===== src/rtl/pushbutton_debouncer.sv =====
// -----------------------------------------------------------------------------
// pushbutton_debouncer
//
// Cleans up the board push-button. The raw, asynchronous, bouncing switch
// level goes through a two-flop synchroniser. A four-state FSM then accepts a
// level change only after the synchronised level has been stable for
// DEBOUNCE_CYCLES consecutive samples. The clean level feeds the LED-show
// stage. One-cycle press, release and long-press pulses feed control logic.
//
// Ports:
//   clock         in   sole clock, rising edge
//   resetN        in   synchronous active-low reset
//   rawButton     in   raw switch level, asynchronous, 1 = pressed
//   pushButton    out  debounced level, 1 = pressed (registered)
//   pressPulse    out  one-cycle pulse on an accepted press (registered)
//   releasePulse  out  one-cycle pulse on an accepted release (registered)
//   longPress     out  one-cycle pulse, at most once per accepted press
//                      (registered)
//
// Parameters:
//   DEBOUNCE_CYCLES  stable samples needed to accept a change (>= 1)
//   HOLD_CYCLES      cycles a press must persist before longPress (>= 1)
//   COUNTER_WIDTH    width of both counters; must hold
//                    max(DEBOUNCE_CYCLES, HOLD_CYCLES) - 1
// -----------------------------------------------------------------------------
module pushbutton_debouncer #(
  parameter int DEBOUNCE_CYCLES = 4,
  parameter int HOLD_CYCLES     = 16,
  parameter int COUNTER_WIDTH   = 8
) (
  input  logic clock,
  input  logic resetN,
  input  logic rawButton,
  output logic pushButton,
  output logic pressPulse,
  output logic releasePulse,
  output logic longPress
);

  typedef enum logic [1:0] {
    RELEASED     = 2'd0,
    PRESS_WAIT   = 2'd1,
    PRESSED      = 2'd2,
    RELEASE_WAIT = 2'd3
  } state_e;

  localparam logic [COUNTER_WIDTH-1:0] DB_LAST   = COUNTER_WIDTH'(DEBOUNCE_CYCLES - 1);
  localparam logic [COUNTER_WIDTH-1:0] HOLD_LAST = COUNTER_WIDTH'(HOLD_CYCLES - 1);
  localparam logic [COUNTER_WIDTH-1:0] CNT_ONE   = COUNTER_WIDTH'(1);

  logic                     sync1_q, sync2_q;
  state_e                   state_q, state_d;
  logic [COUNTER_WIDTH-1:0] db_count_q, db_count_d;
  logic [COUNTER_WIDTH-1:0] hold_count_q, hold_count_d;
  logic                     long_done_q, long_done_d;

  logic push_q, push_d;
  logic press_q, press_d;
  logic release_q, release_d;
  logic long_q, long_d;

  // The FSM only ever looks at the second synchroniser stage.
  logic s;
  assign s = sync2_q;

  // ---------------------------------------------------------------------------
  // State register (synchroniser, FSM state, counters, registered outputs)
  // ---------------------------------------------------------------------------
  // NOTE: non-blocking assignments keep every flop sampling pre-edge values.
  // The reset is checked inside the clocked block, so it only takes effect at
  // an edge. That makes it synchronous.
  always_ff @(posedge clock) begin
    if (!resetN) begin
      sync1_q      <= 1'b0;
      sync2_q      <= 1'b0;
      state_q      <= RELEASED;
      db_count_q   <= '0;
      hold_count_q <= '0;
      long_done_q  <= 1'b0;
      push_q       <= 1'b0;
      press_q      <= 1'b0;
      release_q    <= 1'b0;
      long_q       <= 1'b0;
    end else begin
      sync1_q      <= rawButton;
      sync2_q      <= sync1_q;
      state_q      <= state_d;
      db_count_q   <= db_count_d;
      hold_count_q <= hold_count_d;
      long_done_q  <= long_done_d;
      push_q       <= push_d;
      press_q      <= press_d;
      release_q    <= release_d;
      long_q       <= long_d;
    end
  end

  // ---------------------------------------------------------------------------
  // Next-state and counter logic
  // ---------------------------------------------------------------------------
  always_comb begin
    // NOTE: each variable gets a default first, so no path leaves one
    // unassigned and no latch is inferred.
    state_d      = state_q;
    db_count_d   = db_count_q;
    hold_count_d = hold_count_q;
    long_done_d  = long_done_q;

    unique case (state_q)
      RELEASED: begin
        if (s) begin
          state_d    = PRESS_WAIT;
          db_count_d = '0;
        end
      end

      PRESS_WAIT: begin
        if (!s) begin
          state_d = RELEASED;
        end else if (db_count_q == DB_LAST) begin
          state_d      = PRESSED;
          hold_count_d = '0;
          long_done_d  = 1'b0;
        end else begin
          db_count_d = db_count_q + CNT_ONE;
        end
      end

      PRESSED: begin
        if (!s) begin
          state_d    = RELEASE_WAIT;
          db_count_d = '0;
        end else if (!long_done_q) begin
          // The hold counter stops at its bound, so it never wraps.
          if (hold_count_q == HOLD_LAST) begin
            long_done_d = 1'b1;
          end else begin
            hold_count_d = hold_count_q + CNT_ONE;
          end
        end
      end

      RELEASE_WAIT: begin
        if (s) begin
          // A release bounce restarts the hold count. long_done is kept, so a
          // long press already reported is not reported again.
          state_d      = PRESSED;
          hold_count_d = '0;
        end else if (db_count_q == DB_LAST) begin
          state_d = RELEASED;
        end else begin
          db_count_d = db_count_q + CNT_ONE;
        end
      end

      default: state_d = RELEASED;
    endcase
  end

  // ---------------------------------------------------------------------------
  // Output decode. The outputs are computed from the transition being taken
  // and registered, so they change only at clock edges.
  // ---------------------------------------------------------------------------
  always_comb begin
    push_d    = (state_d == PRESSED) || (state_d == RELEASE_WAIT);
    press_d   = (state_q == PRESS_WAIT)   && (state_d == PRESSED);
    release_d = (state_q == RELEASE_WAIT) && (state_d == RELEASED);
    long_d    = (state_q == PRESSED) && s && !long_done_q && (hold_count_q == HOLD_LAST);
  end

  assign pushButton   = push_q;
  assign pressPulse   = press_q;
  assign releasePulse = release_q;
  assign longPress    = long_q;

endmodule


===== config.mk =====
export PLATFORM = sky130hd
export DESIGN_NAME = pushbutton_debouncer
export DESIGN_NICKNAME = d
export VERILOG_FILES = /design/src/rtl/pushbutton_debouncer.sv
export SDC_FILE = /design/constraint.sdc
export NUM_CORES = 1
export LEC_CHECK = 0
export CELL_PAD_IN_SITES_DETAIL_PLACEMENT = 1
export CELL_PAD_IN_SITES_GLOBAL_PLACEMENT = 2
export CORE_MARGIN = 2
export CORE_UTILIZATION = 35
export DETAILED_ROUTE_END_ITERATION = 8
export MAX_ROUTING_LAYER = met4
export PLACE_DENSITY = 0.81
export SETUP_SLACK_MARGIN = 0.3
export SYNTH_ARGS = -nofsm -noshare
export SYNTH_HDL_FRONTEND = slang
export SYNTH_SLANG_ARGS = --single-unit

===== constraint.sdc =====
create_clock -name clock -period 2.61 [get_ports clock]
set_clock_uncertainty 0.2 [all_clocks]
set_input_delay 0.261 -clock clock [delete_from_list [all_inputs] [get_ports clock]]
set_output_delay 0.261 -clock clock [all_outputs]
set_load 0.05 [all_outputs]

== After elaboration in Yosys (flattened, before gate mapping) ==
Cells that the tools add are included.
Storage, ports and cells
  bits in registers: 25
  input port bits: 3
  output and inout bits: 4
  word-level logic and storage cells: 67
Cells by class
  add/subtract/negate cells: 2
  eq/ne operators: 16
  mux-type cells: 25
  reductions and logical operators: 14
Operator list (number)
  $mux 8: 10
  $pmux 8 s4: 1
  $pmux 8 s3: 1
  $ne 2x2->1 const B: 9
  $add 8x1->8 const B: 2
  $mux 2: 6
  $eq 2x2->1 const B: 4
  $eq 8x2->1 const B: 1
  $eq 8x4->1 const B: 1
  $pmux 2 s4: 1
  $reduce_and 4->1: 2
  $reduce_and 7->1: 1
  $logic_and 1x1->1: 5
  $mux 1: 5
  $logic_not 2->1: 2
  $reduce_bool 3->1: 1
  $eq 2x1->1 const B: 1
  $pmux 1 s2: 1
  $reduce_bool 2->1: 1
  $logic_not 1->1: 1
  $logic_or 1x1->1: 1

== Logic depth before layout (Yosys ltp) ==
  depth in word-level cells: 6
  gate-level depth with buffers: 7
  mapped depth without buffers: 6

== Worst setup path before layout ==
OpenSTA, ideal clock, no wires.
  path type: reg-to-reg
  start point: register, netlist name pushButton
  end point: register hold_count_q[4]
  setup time: 0.059 ns
  arrival: 1.794 ns
  data required time: 2.351 ns
  slack: 0.557 ns
  stages on the path, launching flop included: 6
  path buffers: 1
  period minus slack after synthesis: 2.053 ns
  cell sequence: dfxtp_1 buf_2 nand2b_1 o211ai_1 or4_1 nand2_1
RTL lines
  to (signal assigned): RTL line 89  | hold_count_q <= hold_count_d;
  to (decl): RTL line 54  | logic [COUNTER_WIDTH-1:0] hold_count_q, hold_count_d;

== Worst setup path in the final report ==
  start point: register db_count_q[2]
  end point: register hold_count_q[6]
Between the ends
  cells in the longest elaborated chain, start to end: 3
RTL lines
  from (decl): RTL line 53  | logic [COUNTER_WIDTH-1:0] db_count_q, db_count_d;
  from (signal assigned): RTL line 88  | db_count_q <= db_count_d;
  $eq 8x2->1: RTL line 120  | end else if (db_count_q == DB_LAST) begin
  $ne 2x2->1 (no source line)
  $reduce_and 7->1 (no source line)
No other way between the ends.
A chain may end at the register's enable or synchronous reset.

==> run metrics <==
fin crit share=82.7%; Syn Nets=130; CTS max path bufs=2; minimum clock period=2.16 ns; Worst Tran Pin Value=0.750 ns; post-layout instance area=1260 um^2; pwr dens=463 nW/um^2; Post-synth EDFFs=0; Post-CTS Setup Bufs=0; ys flop type=dfxtp_1; fmax=463 MHz; Core ar.=3030 um^2; post-route DRC violation count=0; commonest non-fill, non-tap cells in the layout=dfxtp_1, nand2_1, o21ai_0; Worst Path Buf+Inv=0; GR Overflow Total=0; count of input and output buffers=6; combinational share of power=3.3%; Clock transition at path regs=0.13 ns; initial antenna violation count=0; Slew Limit Fails=0; Die W=60.3 um; share of layout cells above drive strength 1=9.02%; sequential-to-total area share from yosys stat=43.2%; slowest cell on the critical path=or4_4; Critical Path End Type=flop; Top delay family on crit path=simple AND/OR/NAND/NOR gates; Vias/cell=5.15; Hold Path Class=flop to flop; CTS tree=yes; CP max stage delay=0.57 ns; largest net degree at the start of global routing=16; setup TNS=0 ns; largest cells by area after synthesis=dfxtp_1, o21ai_0, nand2_1; fin nets=139; # rows=20; Placement Cell Area=1210 um^2; NetSw=121 uW; initial DRC count=29; CTS H-tree depth=1; RSZ-0062 raised after global routing=no; CP max FO=15; GPL Wtd Cong=0.807; Area Overhead vs Synth=13.3%; total CTS buffers=3; Cell Int Power=462 uW; vias in the first global route=874; root buf cell=clkbuf_4; # IOs=7; dpl hpwl=1670 um; First-pass DRT Iterations=4; Setup Viol. Count Final=0; Unique masters post-synth=32; Seq pwr share=63.7%; Num Clock Sinks=24; Synth warnings=0; initial cell density of the core=36.7%; Sw Share=20.7%; CP Cell Sequence=or4_4 > nor2_4 > o221ai_2 > or3_1 > a21oi_1; Worst Path Arrival=2.21 ns; max-cap violations=0; Max-slew headroom=49.5%; Tot GR Track Use=14.5%; commonest non-fill, non-tap cell in the layout=dfxtp_1; clock insertion delay at the later pin of the skew report=0.31 ns; leakage=0.000420 uW; outcome=finished, final reports clean; syn avg cell area=8.89 um^2; first-pass GRT wire length=3880 um; reg-to-reg setup timing slack=0.45 ns; Yosys top cell area share=43.2%; Hold Violations, Final=0; biggest area consumer among synthesized cells=dfxtp_1; worst hold slack=0.256 ns; Startpoint Class=flop; Cells after Synth=125; Post-Route WL=2220 um; critical path class=flop to flop; peak supply drop=0.228 mV; clock power share=33.0%; Routed Antenna Nets=0; mapped cell area=1110 um^2; Post-synth ARST share=0%; CP Data Required Time=2.66 ns; Vias=911; wire per inst=12.5 um; die footprint=3640 um^2; # diodes=0; Yosys reg bits=24; Die Ht=60.3 um
power by group through the flow:
stage | Combinational [uW] | Clock, uW | Sequential [uW]
floorplan | 12.3 | 0 | 377
global placement | 19.0 | 0 | 379
detailed placement | 19.0 | 0 | 380
CTS | 19.1 | 206 | 372
global route | 21.1 | 219 | 372
finish | 19.0 | 192 | 371
state kept, by name (all words and copies together) (netlist names):
| name | cells |
|---|---|
| db_count_q | 8 |
| hold_count_q | 8 |
| longPress | 1 |
| long_done_q | 1 |
| pressPulse | 1 |
| pushButton | 1 |
| releasePulse | 1 |
| s | 1 |
| state_q | 1 |
| sync1_q | 1 |
cells in the mapped netlist (2+ instances only):
master     n
dfxtp_1   24
nand2_1   14
o21ai_0   11
a21oi_1    9
nand3_1    7
nor2_1     7
or3_1      6
xor2_1     4
a21boi_0   3
and2_1     3
inv_1      3
nand4_1    3
nor3_1     3
nor4_1     3
o211ai_1   3
xnor2_1    3
ha_1       2
nand2b_1   2
or4_1      2
final timing paths:
check / startpoint / endpoint / cells after the start
max: db_count_q[2] / hold_count_q[6] / 5
min: sync1_q / s / 1
max reg2reg: db_count_q[2] / hold_count_q[6] / 5
min reg2reg: sync1_q / s / 1
per-stage QoR:
| stage | std cells | util, % | setup slack, ns | total power [uW] |
|---|---|---|---|---|
| after floorplan | 125 | - | 0.557 | 390 |
| after global placement | 173 | 40.1 | 0.537 | 398 |
| after detailed placement | 173 | 40.1 | 0.475 | 399 |
| after CTS | 177 | 41.3 | 0.340 | 596 |
| after global routing | 177 | 41.6 | 0.310 | 612 |
| final | 177 | 41.6 | 0.452 | 583 |
timing repair:
action | CTS | global route
hold buffers | 0 | 0
endpoints found under the setup margin | 0 | 2
gates resized for setup | 0 | 2
cells by family (layout without fill, tap and decap cells):
group / after synthesis / count (layout) / share of synthesized area, %
AOI/OAI and AO/OA: 29 / 29 / 16.3
adders and majority gates: 2 / 2 / 2.25
and+or+nand+nor: 56 / 56 / 29.2
buffers and inverters: 7 / 15 / 3.49
xor gates and xnor gates: 7 / 7 / 5.52
DFF: 24 / 24 / 43.2
routing by layer:
layer  vias to the layer above  global-route usage [%]  wire [um]
met2                        10                    22.0       1020
met4                         0                    4.76         15
met3                         2                    3.41         57
met5                         -                       -          0
li1                        466                       -          -
met1                       433                    19.1       1120
layout make-up:
cell class                      count  area [um^2]
Fill cell                         361         1770
Sequential cell                    24          480
Multi-Input combinational cell     94          598
Clock buffer                        4         36.3
Tap cell                           44         55.1
Timing Repair Buffer                8         77.6
Inverter                            3         11.3
(Power assumes the default switching activity.)
